File: src/rtl/fpu_div_seq.sv
// Issue/sequencing stage in front of the combinational fp_div.
// Holds operands for LATENCY cycles, then applies IEEE special-case overrides.
module fpu_div_seq #(
  parameter int TAG_W   = 5,
  parameter int LATENCY = 2
) (
  input  logic             clk,
  input  logic             rst,
  input  logic             flush,
  input  logic             req_valid,
  output logic             req_ready,
  input  logic [31:0]      req_a,
  input  logic [31:0]      req_b,
  input  logic [TAG_W-1:0] req_rd,
  output logic [31:0]      div_a,
  output logic [31:0]      div_b,
  input  logic [31:0]      div_result,
  output logic             rsp_valid,
  input  logic             rsp_ready,
  output logic [31:0]      rsp_data,
  output logic [TAG_W-1:0] rsp_rd,
  output logic [4:0]       rsp_fflags,
  output logic             busy
);

  typedef enum logic [1:0] {IDLE, BUSY, DONE} state_t;

  localparam logic [3:0]  CNT_INIT = 4'(LATENCY - 1);
  localparam logic [31:0] QNAN     = 32'h7FC0_0000;
  localparam logic [4:0]  FL_NV    = 5'b10000;
  localparam logic [4:0]  FL_DZ    = 5'b01000;

  state_t      state;
  logic [3:0]  cnt;
  logic        spec_hit;
  logic [31:0] spec_data;
  logic [4:0]  spec_flags;

  logic        a_nan, b_nan, a_snan, b_snan;
  logic        a_inf, b_inf, a_zero, b_zero;
  logic        sgn;
  logic        hit_d;
  logic [31:0] data_d;
  logic [4:0]  flags_d;

  assign a_nan  = (req_a[30:23] == 8'hFF) && (req_a[22:0] != 23'h0);
  assign b_nan  = (req_b[30:23] == 8'hFF) && (req_b[22:0] != 23'h0);
  assign a_snan = a_nan && !req_a[22];
  assign b_snan = b_nan && !req_b[22];
  assign a_inf  = (req_a[30:23] == 8'hFF) && (req_a[22:0] == 23'h0);
  assign b_inf  = (req_b[30:23] == 8'hFF) && (req_b[22:0] == 23'h0);
  assign a_zero = (req_a[30:0] == 31'h0);
  assign b_zero = (req_b[30:0] == 31'h0);
  assign sgn    = req_a[31] ^ req_b[31];

  // Arms are ordered: later arms may assume earlier ones failed.
  always_comb begin
    hit_d   = 1'b1;
    data_d  = QNAN;
    flags_d = 5'b0;
    priority case (1'b1)
      a_snan || b_snan || (a_zero && b_zero) || (a_inf && b_inf):
        flags_d = FL_NV;
      a_nan || b_nan: ;
      a_inf:
        data_d = {sgn, 8'hFF, 23'h0};
      b_zero: begin
        data_d  = {sgn, 8'hFF, 23'h0};
        flags_d = FL_DZ;
      end
      b_inf || a_zero:
        data_d = {sgn, 31'h0};
      default:
        hit_d = 1'b0;
    endcase
  end

  assign req_ready = (state == IDLE) && !flush;
  assign busy      = (state != IDLE);

  always_ff @(posedge clk or posedge rst) begin
    if (rst) begin
      state      <= IDLE;
      cnt        <= 4'd0;
      div_a      <= 32'h0;
      div_b      <= 32'h0;
      rsp_valid  <= 1'b0;
      rsp_data   <= 32'h0;
      rsp_rd     <= '0;
      rsp_fflags <= 5'b0;
      spec_hit   <= 1'b0;
      spec_data  <= 32'h0;
      spec_flags <= 5'b0;
    end else if (flush) begin
      state     <= IDLE;
      rsp_valid <= 1'b0;
    end else begin
      unique case (state)
        IDLE: begin
          if (req_valid) begin
            div_a      <= req_a;
            div_b      <= req_b;
            rsp_rd     <= req_rd;
            spec_hit   <= hit_d;
            spec_data  <= data_d;
            spec_flags <= flags_d;
            cnt        <= CNT_INIT;
            state      <= BUSY;
          end
        end
        BUSY: begin
          if (cnt != 4'd0) begin
            cnt <= cnt - 4'd1;
          end else begin
            rsp_data   <= spec_hit ? spec_data : div_result;
            rsp_fflags <= spec_flags;
            rsp_valid  <= 1'b1;
            state      <= DONE;
          end
        end
        DONE: begin
          if (rsp_ready) begin
            rsp_valid <= 1'b0;
            state     <= IDLE;
          end
        end
        default: state <= IDLE;
      endcase
    end
  end

endmodule
File: config.mk
export PLATFORM = sky130hd
export DESIGN_NAME = fpu_div_seq
export DESIGN_NICKNAME = d
export VERILOG_FILES = /design/src/rtl/fpu_div_seq.sv
export SDC_FILE = /design/constraint.sdc
export NUM_CORES = 1
export LEC_CHECK = 0
export ABC_AREA = 1
export CAP_MARGIN = 20
export CORE_MARGIN = 4
export CORE_UTILIZATION = 40
export CTS_BUF_LIST = sky130_fd_sc_hd__clkbuf_4
export DETAILED_ROUTE_END_ITERATION = 12
export GPL_TIMING_DRIVEN = 0
export PLACE_DENSITY = 0.86
export SYNTH_ARGS = -nofsm -noshare
export SYNTH_HDL_FRONTEND = slang
export SYNTH_SLANG_ARGS = --single-unit
export TNS_END_PERCENT = 50
File: constraint.sdc
create_clock -name clk -period 4.9 [get_ports clk]
set_input_delay 0.735 -clock clk [delete_from_list [all_inputs] [get_ports clk]]
set_output_delay 0.735 -clock clk [all_outputs]
set_load 0.005 [all_outputs]
# Word level (Yosys, flattened, before mapping)
# Index checks and enable logic that the tools add are counted.
[op_classes]
div_mod_pow = 0
add_sub_neg = 1
n_eq_ne = 9
shifts = 0
n_mul = 0
bitwise_logic = 3
n_reduce_logical = 33
mux = 27
n_lt_le_gt_ge = 0
[op_table]
columns = ["operator", "n"]
rows = [
  ["32-bit 2-to-1 mux", 6],
  ["31-bit zero test", 2],
  ["23-bit zero test", 2],
  ["23-bit nonzero test", 2],
  ["4-bit 2-to-1 mux", 5],
  ["8-bit equality test, second input constant", 2],
  ["3-bit AND reduction", 4],
  ["1-bit logical AND", 9],
  ["3-bit != test, second input constant", 3],
  ["1-bit 2-to-1 mux", 8],
  ["2-bit 2-to-1 mux", 4],
  ["4-bit case mux with 2 select lines", 1],
  ["2-bit case mux with 3 select lines", 1],
  ["1-bit logical OR", 5],
  ["5-bit 2-to-1 mux", 1],
  ["2-bit != test, second input constant", 2],
  ["4-bit AND reduction", 1],
  ["2-bit nonzero test", 2],
  ["4-bit nonzero test", 1],
  ["4-bit by 1-bit subtractor with 4-bit output, second input constant", 1],
  ["1-bit zero test", 3],
  ["3-bit nonzero test", 1],
  ["2-bit by 1-bit equality test with 1-bit output, second input constant", 1],
  ["2-bit equality test, second input constant", 1],
  ["4 further kinds", 5],
]
[word_totals]
rom_bits = 0
mem_count = 0
mem_bits_rw = 0
elab_cells = 84
regBits = 151
latch_bits = 0
out_inout_bits = 109

# Longest topological paths before layout
[depth]
depth_word = 8
ltp_mapped = 12

# Worst setup path before layout
# No wires, ideal clock.
[synth_path]
path_kind = "input -> register"
start = "input port req_b[7]"
end = "register spec_data[22]"
setup_time_ns = 0.116
t_required_ns = 4.784
slack_ns = 3.185
arrival_time_ns = 1.599
stages = 10
cell_sequence = "nor2_1 nand2_1 nor2_1 nand3_1 nand3_1 nand2_1 nor2_1 nand2_1 nand2_1 nand2_1"
[synth_via]
elab_chain_len = 8
[synth_rtl]
columns = ["item", "line_no", "source"]
rows = [
  ["start, declared", "13", "input logic [31:0] req_b,"],
  ["23-bit zero test", "51", "assign b_inf = (req_b[30:23] == 8'hFF) && (req_b[22:0] == 23'h0);"],
  ["1-bit logical AND", "51", ""],
  ["1-bit logical OR", "71", "b_inf || a_zero:"],
  ["32-bit 2-to-1 mux (4 in series)", "61", "priority case (1'b1)"],
  ["32-bit 2-to-1 mux (*)", "61", ""],
  ["end signal, assigned", "105", "spec_data <= data_d;"],
  ["end, declared", "36", "logic [31:0] spec_data;"],
]
# Every way passes the cells marked *; elsewhere a longest branch is shown, timed or not.
# A chain may end at the register's enable or synchronous reset.

# Worst setup path after layout
[layout_path]
start = "input port flush"
end = "output port req_ready"
[layout_via]
elab_chain_len = 2
[layout_rtl]
columns = ["item", "line_no", "source"]
rows = [
  ["start, declared", "9", "input logic flush,"],
  ["1-bit zero test", "78", "assign req_ready = (state == IDLE) && !flush;"],
  ["1-bit logical AND", "78", ""],
  ["end, declared", "11", "output logic req_ready,"],
]
# No other way between the ends.

==> summary.md <==
| Metric | Value |
|---|---|
| Status | `finished clean` |
| Post-route ant nets | `0` |
| Non-Filler Cell Area, Final | `7820 um^2` |
| Worst Path Arrival | `2.05 ns` |
| Area grow syn2layout | `53.7%` |
| IR drop worst, VDD | `0.218 mV` |
| Placed Cells incl. Taps | `1014` |
| Longest Clk Path Bufs | `2` |
| Antenna violations before repair | `0` |
| First-pass GRT wire length | `24.2 mm` |
| Reg2Reg Depth | `10` |
| Worst-Skew Late Latency | `0.51 ns` |
| RSZ-0062 raised after global routing | `no` |
| Clock sink count | `116` |
| Comb pwr share | `0.354` |
| Post-CTS Setup Repair Bufs | `0` |
| Cell Area, Placed | `7450 um^2` |
| Gpl congestion | `0.810` |
| Num ports | `215` |
| Die X | `121 um` |
| DR iter-0 viols | `251` |
| FMAX | `359 MHz` |
| R2R Path End | `rsp_data[2]` |
| FF+latch count, synth | `116` |
| Critical Path Start | `flush` |
| GRT Util Overall | `0.211` |
| Hold Crit Class | `reg -> reg` |
| DR vias | `4912` |
| Crit share post-route | `0.568` |
| Drt wl/cell | `14.6 um` |
| Sw Ratio | `0.294` |
| Non-Filler Instances | `1046` |
| Vias in the first global route | `4881` |
| Die height | `121 um` |
| FF-to-FF Start | `cnt[0]` |
| Critical path data required time | `4.16 ns` |
| Share of power burned in the clock network | `0.245` |
| Setup Viol. Count Final | `0` |
| Core footprint | `12200 um^2` |
| Hold Path Sink | `rsp_fflags[4]` |
| Gr ovfl total | `0` |
| Critical path class | `in -> out` |
| Static Leak | `3.76 nW` |
| Pins Over Slew Limit | `0` |
| Worst reg2reg setup slack | `3.22 ns` |
| Internal | `2.56 mW` |
| Layout cell share with drive strength beyond 1 | `0.0763` |
| Routed WL | `15.2 mm` |
| Drc violations | `0` |
| Clock slew at reported path FFs | `0.10 ns` |
| Post-DP HPWL | `11.6 mm` |
| Hold Fails Final Rpt | `0` |
| Pin count of the biggest net entering global routing | `66` |
| Post-cts resize count | `0` |
| Crit. End Element | `output port` |
| Netlist Area Pre-Place | `5090 um^2` |
| Cells after Synth | `632` |
| DR vias/cell | `4.70` |
| Initial Utilization | `0.416` |
| CP Launch Type | `input pin` |
| Reg power frac | `0.401` |
| Seq/Total Area, Yosys | `0.571` |
| TritonRoute pass-1 iters | `5` |
| H-Tree Depth | `4` |
| Clock root cell | `clkbuf_4` |
| Hold path depth | `2` |
| Worst hold start | `rsp_fflags[4]` |
| PD cells | `464 nW/um^2` |
| Hold buffers post-CTS | `0` |
| Die area | `14600 um^2` |
| Diode count | `0` |
| Mean Syn Cell Area | `8.05 um^2` |
| CTS tree | `built` |
| CP Max Fanout | `5` |
| Synth Warn # | `0` |
| Worst Skew | `0.0115 ns` |
| NetSw | `1.07 mW` |
| FP Rows | `40` |
| Tmin final | `2.78 ns` |
| Netlist cell types | `27` |
| Max Cap Viol | `0` |
| Nets | `973` |
| Port buffer count | `211` |
| CTS Buf Count | `17` |
kinds of logic after synthesis:
logic type                 after synthesis  synth area share
AOI/OAI and AO/OA                       34            0.0379
xor gates and xnor gates                 1           0.00172
adders and majority gates                2           0.00492
buffers and inverters                   60            0.0546
DFF                                    116             0.571
other                                    1          0.000737
and+or+nand+nor                        418             0.329
cell usage after synthesis, drive strengths merged:
library cell	n	area share
o22ai	1	0.0012
o21ai	20	0.020
nand2	294	0.22
nor3b	1	0.0015
nand4	6	0.0074
o31ai	2	0.0030
nand3	33	0.032
xor2	1	0.0017
clkbuf	7	0.0052
conb	1	0.00074
dfrtp	116	0.57
nand3b	1	0.0015
inv	32	0.024
buf	21	0.026
ha	2	0.0049
nor3	3	0.0030
nor2	80	0.066
a31oi	10	0.012
a311oi	1	0.0017
worst max-delay path: stages:
cell and delay [ns]:
clkdlybuf4s50_1 0.58, nor2_2 0.21, clkdlybuf4s50_1 0.52
layout make-up:
| cell class | count | area (um^2) |
|---|---|---|
| clock inverter | 14 | 234 |
| sequential | 116 | 2900 |
| timing repair buffer | 212 | 2140 |
| inverter | 32 | 125 |
| buffer | 28 | 158 |
| tap | 168 | 210 |
| fill | 1065 | 4390 |
| clock buffer | 18 | 135 |
| multi-input combinational | 458 | 1910 |
worst max-delay path by stage:
stage / to / slack, ns / cells past startpoint
2_1_floorplan: cnt[0] / 1.09 / 1
3_3_place_gp: div_a[20] / -0.64 / 2
3_5_place_dp: req_ready / 2.13 / 3
4_1_cts: req_ready / 2.12 / 3
5_1_grt: req_ready / 2.06 / 3
6_report: req_ready / 2.12 / 3
through the flow:
step           power (mW)  setup WS [ns]  utilization  hold slack, ns  setup TNS, ns
6_report             3.63           2.12        0.640           0.487              0
2_1_floorplan        1.90           1.09            -           0.449              0
5_1_grt              3.87           2.06        0.640           0.505              0
3_3_place_gp         2.73         -0.640        0.607           0.455         -73.51
4_1_cts              3.67           2.12        0.640           0.491              0
3_5_place_dp         2.77           2.13        0.610           0.464              0
cells in the final DEF (no fill, tap or decap), types with 2 or more instances in the layout:
master / netlist / final
clkinvlp_4: 0 / 3
conb_1: 1 / 3
clkbuf_4: 0 / 18
bufinv_16: 0 / 6
clkbuf_1: 7 / 7
clkinv_2: 0 / 2
ha_1: 2 / 2
o31ai_1: 2 / 2
buf_4: 8 / 8
nor2_1: 73 / 73
inv_1: 27 / 26
dfrtp_1: 116 / 116
nand4_1: 6 / 6
nand2_1: 293 / 293
inv_2: 5 / 5
clkinv_4: 0 / 2
nor2_2: 5 / 5
o21ai_0: 19 / 19
nand3_1: 33 / 33
buf_2: 12 / 12
a31oi_1: 10 / 10
nor3_1: 3 / 3
clkdlybuf4s50_1: 0 / 211
metal layers:
metal  global-route usage  share of wire  vias to the layer above
met5                    0              0                        -
met4               0.0616          0.011                        0
met3               0.0800          0.094                       13
met2                0.352           0.49                      186
met1                0.256           0.41                     2283
li1                     -              -                     2430
power groups by stage:
stage / sequential [mW] / clock [mW] / combinational (mW)
final: 1.46 / 0.890 / 1.29
after global routing: 1.50 / 0.960 / 1.41
after CTS: 1.46 / 0.912 / 1.31
after detailed placement: 1.47 / 0 / 1.30
after global placement: 1.46 / 0 / 1.27
after floorplan: 1.49 / 0 / 0.415
state kept, by name, summed over array words and instances, names as in the netlist, 3 cells and up:
name       flops
cnt            4
div_a         32
div_b         32
rsp_data      32
rsp_rd         5
spec_data      3
Note: power is estimated with default switching activity, not from simulation.
